**config.mk**
```make
export PLATFORM = sky130hd
export DESIGN_NAME = multicycle_ctrl
export DESIGN_NICKNAME = d
export VERILOG_FILES = /design/src/rtl/multicycle_ctrl.sv
export SDC_FILE = /design/constraint.sdc
export NUM_CORES = 1
export LEC_CHECK = 0
export CAP_MARGIN = 40
export CORE_ASPECT_RATIO = 0.6
export CORE_MARGIN = 2
export CORE_UTILIZATION = 40
export DETAILED_ROUTE_END_ITERATION = 16
export MAX_ROUTING_LAYER = met4
export PLACE_DENSITY = 0.68
export SLEW_MARGIN = 15
export SYNTH_ARGS = -nofsm -noshare
export SYNTH_HDL_FRONTEND = slang
export SYNTH_SLANG_ARGS = --single-unit
```
**constraint.sdc**
```tcl
create_clock -name clk -period 5.2 [get_ports clk]
set_input_delay 1.04 -clock clk [delete_from_list [all_inputs] [get_ports clk]]
set_output_delay 1.04 -clock clk [all_outputs]
set_load 0.03 [all_outputs]
```
**src/rtl/multicycle_ctrl.sv**
```systemverilog
// Multi-cycle control FSM for the 16-bit RISC core. Sequences the PC/IR/A/B/ALUOut/MDR
// register enables, register-file write, memory strobes and datapath selects, and bounds
// every memory wait with a timeout that parks the core in ERROR.
module multicycle_ctrl #(
  parameter int unsigned MEM_TIMEOUT = 15,
  parameter int unsigned CNT_W       = 16
) (
  input  logic             clk,
  input  logic             rst_n,
  input  logic [3:0]       opcode,
  input  logic             zero,
  input  logic             mem_ready,
  output logic             pc_latch,
  output logic             ir_latch,
  output logic             a_latch,
  output logic             b_latch,
  output logic             alu_latch,
  output logic             mdr_latch,
  output logic             rf_we,
  output logic             mem_rd,
  output logic             mem_wr,
  output logic             addr_sel,
  output logic [1:0]       pc_src,
  output logic             alu_src,
  output logic [2:0]       alu_op,
  output logic             wb_sel,
  output logic             halted,
  output logic             bus_err,
  output logic             illegal_op,
  output logic [CNT_W-1:0] instr_count,
  output logic [3:0]       state_dbg
);

  localparam int unsigned WAIT_W = $clog2(MEM_TIMEOUT + 1);

  localparam logic [3:0] StFetch  = 4'd0;
  localparam logic [3:0] StDecode = 4'd1;
  localparam logic [3:0] StExec   = 4'd2;
  localparam logic [3:0] StWbAlu  = 4'd3;
  localparam logic [3:0] StAddr   = 4'd4;
  localparam logic [3:0] StMemRd  = 4'd5;
  localparam logic [3:0] StWbMem  = 4'd6;
  localparam logic [3:0] StMemWr  = 4'd7;
  localparam logic [3:0] StBranch = 4'd8;
  localparam logic [3:0] StJump   = 4'd9;
  localparam logic [3:0] StHalt   = 4'd10;
  localparam logic [3:0] StError  = 4'd11;

  logic [3:0]        state_q, state_d;
  logic [WAIT_W-1:0] wait_q, wait_d;
  logic [CNT_W-1:0]  cnt_q;
  logic              bus_err_q;
  logic              cnt_inc;

  logic is_r, is_addi, is_ld, is_st, is_beq, is_jmp, is_hlt, is_illegal;
  logic in_wait, wait_last;

  assign is_r       = ~opcode[3];
  assign is_addi    = (opcode == 4'b1000);
  assign is_ld      = (opcode == 4'b1001);
  assign is_st      = (opcode == 4'b1010);
  assign is_beq     = (opcode == 4'b1011);
  assign is_jmp     = (opcode == 4'b1100);
  assign is_hlt     = (opcode == 4'b1111);
  assign is_illegal = (opcode == 4'b1101) || (opcode == 4'b1110);

  assign in_wait   = (state_q == StFetch) || (state_q == StMemRd) || (state_q == StMemWr);
  // The current not-ready cycle is the one that would bring the count up to the limit;
  // a mem_ready in that same cycle still completes the access.
  assign wait_last = (wait_q == WAIT_W'(MEM_TIMEOUT - 1));

  // Next-state decode and retire detection
  always_comb begin
    state_d = state_q;
    cnt_inc = 1'b0;
    case (state_q)
      StFetch: begin
        if (mem_ready)      state_d = StDecode;
        else if (wait_last) state_d = StError;
      end
      StDecode: begin
        if (is_r || is_addi)    state_d = StExec;
        else if (is_ld || is_st) state_d = StAddr;
        else if (is_beq)        state_d = StBranch;
        else if (is_jmp)        state_d = StJump;
        else if (is_hlt)        state_d = StHalt;
        else                    state_d = StFetch;
      end
      StExec:  state_d = StWbAlu;
      StWbAlu: begin
        state_d = StFetch;
        cnt_inc = 1'b1;
      end
      StAddr:  state_d = is_st ? StMemWr : StMemRd;
      StMemRd: begin
        if (mem_ready)      state_d = StWbMem;
        else if (wait_last) state_d = StError;
      end
      StWbMem: begin
        state_d = StFetch;
        cnt_inc = 1'b1;
      end
      StMemWr: begin
        if (mem_ready) begin
          state_d = StFetch;
          cnt_inc = 1'b1;
        end else if (wait_last) begin
          state_d = StError;
        end
      end
      StBranch, StJump: begin
        state_d = StFetch;
        cnt_inc = 1'b1;
      end
      StHalt:  state_d = StHalt;
      StError: state_d = StError;
      default: state_d = StFetch;
    endcase
  end

  // Wait counter restarts on every state change, so each access gets a fresh budget
  always_comb begin
    wait_d = wait_q;
    if (state_d != state_q)       wait_d = '0;
    else if (in_wait && !mem_ready) wait_d = wait_q + 1'b1;
  end

  // State, wait counter, retire counter and sticky bus error
  always_ff @(posedge clk) begin
    if (!rst_n) begin
      state_q   <= StFetch;
      wait_q    <= '0;
      cnt_q     <= '0;
      bus_err_q <= 1'b0;
    end else begin
      state_q <= state_d;
      wait_q  <= wait_d;
      if (cnt_inc)            cnt_q     <= cnt_q + 1'b1;
      if (state_d == StError) bus_err_q <= 1'b1;
    end
  end

  // Control outputs; everything is forced low while reset is asserted
  always_comb begin
    pc_latch   = 1'b0;
    ir_latch   = 1'b0;
    a_latch    = 1'b0;
    b_latch    = 1'b0;
    alu_latch  = 1'b0;
    mdr_latch  = 1'b0;
    rf_we      = 1'b0;
    mem_rd     = 1'b0;
    mem_wr     = 1'b0;
    addr_sel   = 1'b0;
    pc_src     = 2'd0;
    alu_src    = 1'b0;
    alu_op     = 3'd0;
    wb_sel     = 1'b0;
    illegal_op = 1'b0;
    if (rst_n) begin
      case (state_q)
        StFetch: begin
          mem_rd = 1'b1;
          if (mem_ready) begin
            ir_latch = 1'b1;
            pc_latch = 1'b1;
          end
        end
        StDecode: begin
          a_latch    = 1'b1;
          b_latch    = 1'b1;
          illegal_op = is_illegal;
        end
        StExec: begin
          alu_latch = 1'b1;
          alu_src   = is_addi;
          alu_op    = is_addi ? 3'd0 : opcode[2:0];
        end
        StWbAlu: rf_we = 1'b1;
        StAddr: begin
          alu_latch = 1'b1;
          alu_src   = 1'b1;
        end
        StMemRd: begin
          mem_rd    = 1'b1;
          addr_sel  = 1'b1;
          mdr_latch = mem_ready;
        end
        StWbMem: begin
          rf_we  = 1'b1;
          wb_sel = 1'b1;
        end
        StMemWr: begin
          mem_wr   = 1'b1;
          addr_sel = 1'b1;
        end
        StBranch: begin
          alu_op = 3'd1;
          if (zero) begin
            pc_latch = 1'b1;
            pc_src   = 2'd1;
          end
        end
        StJump: begin
          pc_latch = 1'b1;
          pc_src   = 2'd2;
        end
        default: ;
      endcase
    end
  end

  assign halted      = rst_n && (state_q == StHalt);
  assign bus_err     = rst_n && bus_err_q;
  assign instr_count = rst_n ? cnt_q : '0;
  assign state_dbg   = rst_n ? state_q : StFetch;

endmodule

```
==> Yosys cells after proc, flatten, opt, wreduce, memory -nomap -nowiden <==
Index checks and enable logic that the tools add are counted.
{ "classes": {"n_addsub": 2, "eq_ne": 22, "mux": 46, "n_bitwise": 2, "reduce_logical": 16} }
{ "ops": {"columns": ["operator", "n"], "rows": [
  ["4-bit equality test, second input constant", 14],
  ["4-bit two-way mux", 10],
  ["4-bit case mux with 8 select lines", 1],
  ["1-bit two-way mux", 25],
  ["16-bit by 1-bit adder with 16-bit output, second input constant", 1],
  ["4-bit by 3-bit equality test with 1-bit output, second input constant", 4],
  ["16-bit two-way mux", 1],
  ["2-bit OR reduction", 5],
  ["4-bit by 2-bit equality test with 1-bit output, second input constant", 2],
  ["3-bit two-way mux", 2],
  ["3-bit case mux with 2 select lines", 1],
  ["1-bit logical OR", 5],
  ["4-bit by 1-bit adder with 4-bit output, second input constant", 1],
  ["4-bit by 1-bit equality test with 1-bit output, second input constant", 1],
  ["4-bit zero test", 1],
  ["2-bit two-way mux", 2],
  ["4-bit != test", 1],
  ["1-bit case mux with 2 select lines", 2],
  ["2-bit case mux with 2 select lines", 1],
  ["4-bit OR reduction", 1],
  ["1-bit logical AND", 3],
  ["1-bit case mux with 3 select lines", 1],
  ["1-bit inverter", 2],
  ["1-bit zero test", 1]
]} }
{ "totals": {"ff_bits": 25, "wordCells": 92} }

==> Depth between registers and ports, before layout <==
{ "depth": {"ltp_word": 9, "depth_mapped": 7} }

==> Worst setup path before layout <==
Ideal clock, no wire load.
{ "synth_timing": {"path_kind": "input-to-output", "from": "input rst_n", "to": "output mdr_latch", "arrival_time_ns": 2.379, "required_time_ns": 4.160, "setup_slack_ns": 1.781, "path_stages": 3, "cell_sequence": "clkinv_1 -> nor3_1 -> and3_1"} }
{ "synth_via": {"elab_chain_len": 1} }
{ "synth_lines": {"columns": ["element", "line_no", "rtl"], "rows": [
  ["start, declared", "9", "input logic rst_n,"],
  ["1-bit two-way mux", "160", "if (rst_n) begin"],
  ["end, declared", "18", "output logic mdr_latch,"]
]} }
Every way passes these cells.

==> Worst setup path after layout <==
{ "layout_timing": {"from": "input rst_n", "to": "output pc_src[1]"} }
{ "layout_via": {"elab_chain_len": 1} }
{ "layout_lines": {"columns": ["element", "line_no", "rtl"], "rows": [
  ["2-bit two-way mux", "160", null],
  ["end, declared", "23", "output logic [1:0] pc_src,"]
]} }
Every way passes these cells.

==> metrics.md <==
| Metric | Value |
|---|---|
| Status | `finished, final reports clean` |
| Fin area | `0.002342 mm2` |
| Die height | `56.37 um` |
| Crit path top cell by count | `clkdlybuf4s50_1` |
| Critical path class | `primary input to output port` |
| Hpwl dp | `3646 um` |
| Post-layout minimum cycle time | `4.246 ns` |
| Pre-Repair DR Iteration Count | `4` |
| H-tree levels | `1` |
| Slew @ Worst Pin | `0.7296 ns` |
| Final period utilization | `81.65%` |
| Max Cap Viol | `0` |
| # DRC | `0` |
| DP Area | `0.002296 mm2` |
| CTS clk-pin slew, worst paths | `0.08 ns` |
| All-Layer GR Usage | `19.83%` |
| EDFF count, synth | `0` |
| Required @ worst endpoint | `4.16 ns` |
| Seq/Total Area, Yosys | `27.38%` |
| Worst path slowest cell | `clkdlybuf4s50_1` |
| Sink Count | `25` |
| CTS resizes | `0` |
| Setup-failing EPs final | `0` |
| PD cells | `188.7 mW/mm2` |
| Mean Syn Cell Area | `7.554 um2` |
| Min-Delay Path Class | `flop to flop` |
| Top routing layer used | `met4` |
| Area grow syn2layout | `28.13%` |
| Gpl congestion | `0.8588` |
| R2R Setup Slk | `2.79 ns` |
| Post-synth ARST share | `0%` |
| Worst skew pair latency | `0.27 ns` |
| Rel. slew slack | `51.29%` |
| Register bit count reported by yosys | `25` |
| PortBufs | `47` |
| Die area | `0.005145 mm2` |
| Largest net degree at the start of global routing | `25` |
| CTS tree | `done` |
| Share of layout cells above drive strength 1 | `8.929%` |
| Worst R2R Path Depth | `6` |
| # Post-CTS Setup Buffers | `0` |
| CTS Buf Count | `3` |
| Hold Path Origin | `bus_err_q$_SDFFE_PN0N_` |
| DR WL met2 | `1885 um` |
| Routed length on met3 | `366 um` |
| CP max stage delay | `0.67 ns` |
| Top FF cell, synth | `dfxtp_1` |
| GRT overflow | `0` |
| Starting DRT DRC Count | `172` |
| Setup crit end kind | `output port` |
| Total Wirelength | `4857 um` |
| Syn nets | `253` |
| Number of cells on the critical path | `6` |
| Clock skew | `0.004747 ns` |
| Final Power | `0.4419 mW` |
| # diodes | `0` |
| Antenna violations before repair | `0` |
| Final #Nets | `292` |
| Clk buf depth | `2` |
| Core ar. | `0.004257 mm2` |
| Worst Setup Start Kind | `primary input` |
| Wire per inst | `14.29 um` |
| FMAX | `235.5 MHz` |
| CP Cell Sequence | `clkdlybuf4s50_1 -> clkinv_1 -> buf_4 -> nor2_1 -> and3_1 -> clkdlybuf4s50_1` |
| RSZ-0062 raised after global routing | `no` |
| CTS Root Cell | `clkbuf_8` |
| Crit path buffers/inverters | `4` |
| Vias per cell | `5.488` |
| Rows | `18` |
| Vias in the first global route | `1650` |
| CP endpoint | `pc_src[1]` |
| Synthesized area | `0.001828 mm2` |
| I/O Pins | `48` |
| Worst flop-to-flop path startpoint | `state_q[0]$_SDFF_PN0_` |
| Initial Utilization | `42.95%` |
| Mapped Cells | `242` |
| WL met1 | `2574 um` |
| CP Max Fanout | `16` |
| Reg-to-Reg End | `cnt_q[10]$_SDFFE_PN0P_` |
| Largest delay share family, worst path | `buffers and inverters` |
| Post-synthesis cell type count | `52` |
| Hold Buf Count CTS | `0` |
| Crit path from | `rst_n` |
| Critical Path AT | `3.21 ns` |
| YS warnings | `0` |
| Final hold vios | `0` |
| Lkg Pwr | `0.8949 nW` |
| Pins Over Slew Limit | `0` |
| First-pass GRT wire length | `8052 um` |
| Peak supply drop | `0.0001398 V` |
| Setup TNS | `0 ns` |
| Die Wd | `91.28 um` |
| ANT nets after route | `0` |
| DR vias | `1866` |
==> state kept, by name (all words and copies together), names as in the netlist <==
name / count
wait_q: 4
state_q: 4
cnt_q: 16
bus_err_q: 1
==> worst min-delay path: stages (launching register included) <==
cell	delay, ns
dfxtp_1	0.31
nand2_1	0.06
o31ai_1	0.07
==> Yosys cell counts (2+ instances only) <==
cell	instances	area share, %
xnor2_1	3	1.4
nor4b_2	2	1.6
a21oi_1	12	3.3
dfxtp_1	25	27
nand2b_1	4	1.4
and3_1	5	1.7
ha_1	3	2.1
nor3b_1	3	1.2
mux2i_1	2	1.1
nand3_1	11	3.0
mux2_2	9	5.5
xor2_1	4	1.9
a22oi_1	3	1.2
nor4_1	5	1.7
or3_1	4	1.4
nor4bb_1	2	1.1
nand4_1	2	0.68
o31ai_1	2	0.82
o21ai_0	4	1.1
buf_2	5	1.4
nand2_1	14	2.9
nor3_1	13	3.6
inv_1	13	2.7
buf_6	4	2.5
nor2_1	37	7.6
and2_1	19	6.5
clkbuf_1	6	1.2
o211ai_1	2	0.82
==> routing by layer <==
layer	vias up	track usage [%]
li1	923	-
met3	4	4.027
met5	-	-
met1	862	30.73
met2	77	26.56
met4	0	2.814
==> worst min-delay path by stage <==
stage                     slack (ns)                      to  depth (start not counted)
final                           0.48  bus_err_q$_SDFFE_PN0N_                          2
after global placement          0.45  bus_err_q$_SDFFE_PN0N_                          2
after global routing            0.53  cnt_q[15]$_SDFFE_PN0P_                          2
after floorplan                 0.42  bus_err_q$_SDFFE_PN0N_                          2
after CTS                       0.48  bus_err_q$_SDFFE_PN0N_                          2
after detailed placement        0.45  bus_err_q$_SDFFE_PN0N_                          2
==> logic make-up (layout without fill, tap and decap cells) <==
family / count (synthesis) / after routing / share of synthesized area (%)
AOI/OAI and AO/OA: 35 / 35 / 12.73
adders and majority gates: 3 / 3 / 2.054
and+or+nand+nor: 130 / 130 / 38.88
muxes: 12 / 12 / 7.255
DFF: 25 / 25 / 27.38
buffers and inverters: 30 / 68 / 8.350
xor gates and xnor gates: 7 / 7 / 3.354
==> where the power goes <==
| part | switching [mW] | leakage [nW] | internal, mW |
|---|---|---|---|
| combinational | 0.0713 | 0.668 | 0.0456 |
| clock | 0.0615 | 0.0255 | 0.0536 |
| sequential | 0.0143 | 0.202 | 0.196 |
| total | 0.147 | 0.895 | 0.295 |
==> per-stage QoR <==
step                setup slack (ns)  hold slack [ns]  std cells  utilization (%)
finish                        0.9544           0.4784        340            55.03
global route                  0.8172           0.5287        340            55.03
CTS                           0.9369           0.4796        340            55.03
detailed placement            0.9258           0.4523        336            53.94
global placement               1.001           0.4542        336            53.94
floorplan                      1.781           0.4193        242                -
==> cell usage in the layout (no fill, tap or decap), drive strengths merged, types with 2 or more instances in the layout <==
| cell | synthesis | layout |
|---|---|---|
| clkbuf | 6 | 3 |
| nor4bb | 2 | 2 |
| nor2 | 37 | 37 |
| o21ai | 5 | 5 |
| a22oi | 3 | 3 |
| nand4 | 3 | 3 |
| nand2 | 14 | 14 |
| nor4 | 5 | 5 |
| nor3b | 3 | 3 |
| dfxtp | 25 | 25 |
| buf | 10 | 3 |
| nor3 | 14 | 14 |
| mux2 | 10 | 10 |
| inv | 13 | 13 |
| nand3 | 11 | 11 |
| a21oi | 12 | 12 |
| xnor2 | 3 | 3 |
| nor4b | 2 | 2 |
| or3 | 4 | 4 |
| or4 | 2 | 2 |
| nand2b | 4 | 4 |
| and2 | 20 | 20 |
| clkinv | 1 | 2 |
| and3 | 5 | 5 |
| clkdlybuf4s50 | 0 | 47 |
| o31ai | 2 | 2 |
| xor2 | 4 | 4 |
| o211ai | 3 | 3 |
| mux2i | 2 | 2 |
| ha | 3 | 3 |
==> final cells by class <==
type	instances	area, um2
clock buffers	3	41.29
clock inverters	1	5.005
fillers	418	1914
inverters	14	52.55
multi-input cells	187	1175
flip-flops and latches	25	500.5
well taps	60	75.07
repair buffers	50	493.0
Power figures use the tool's default switching activity.
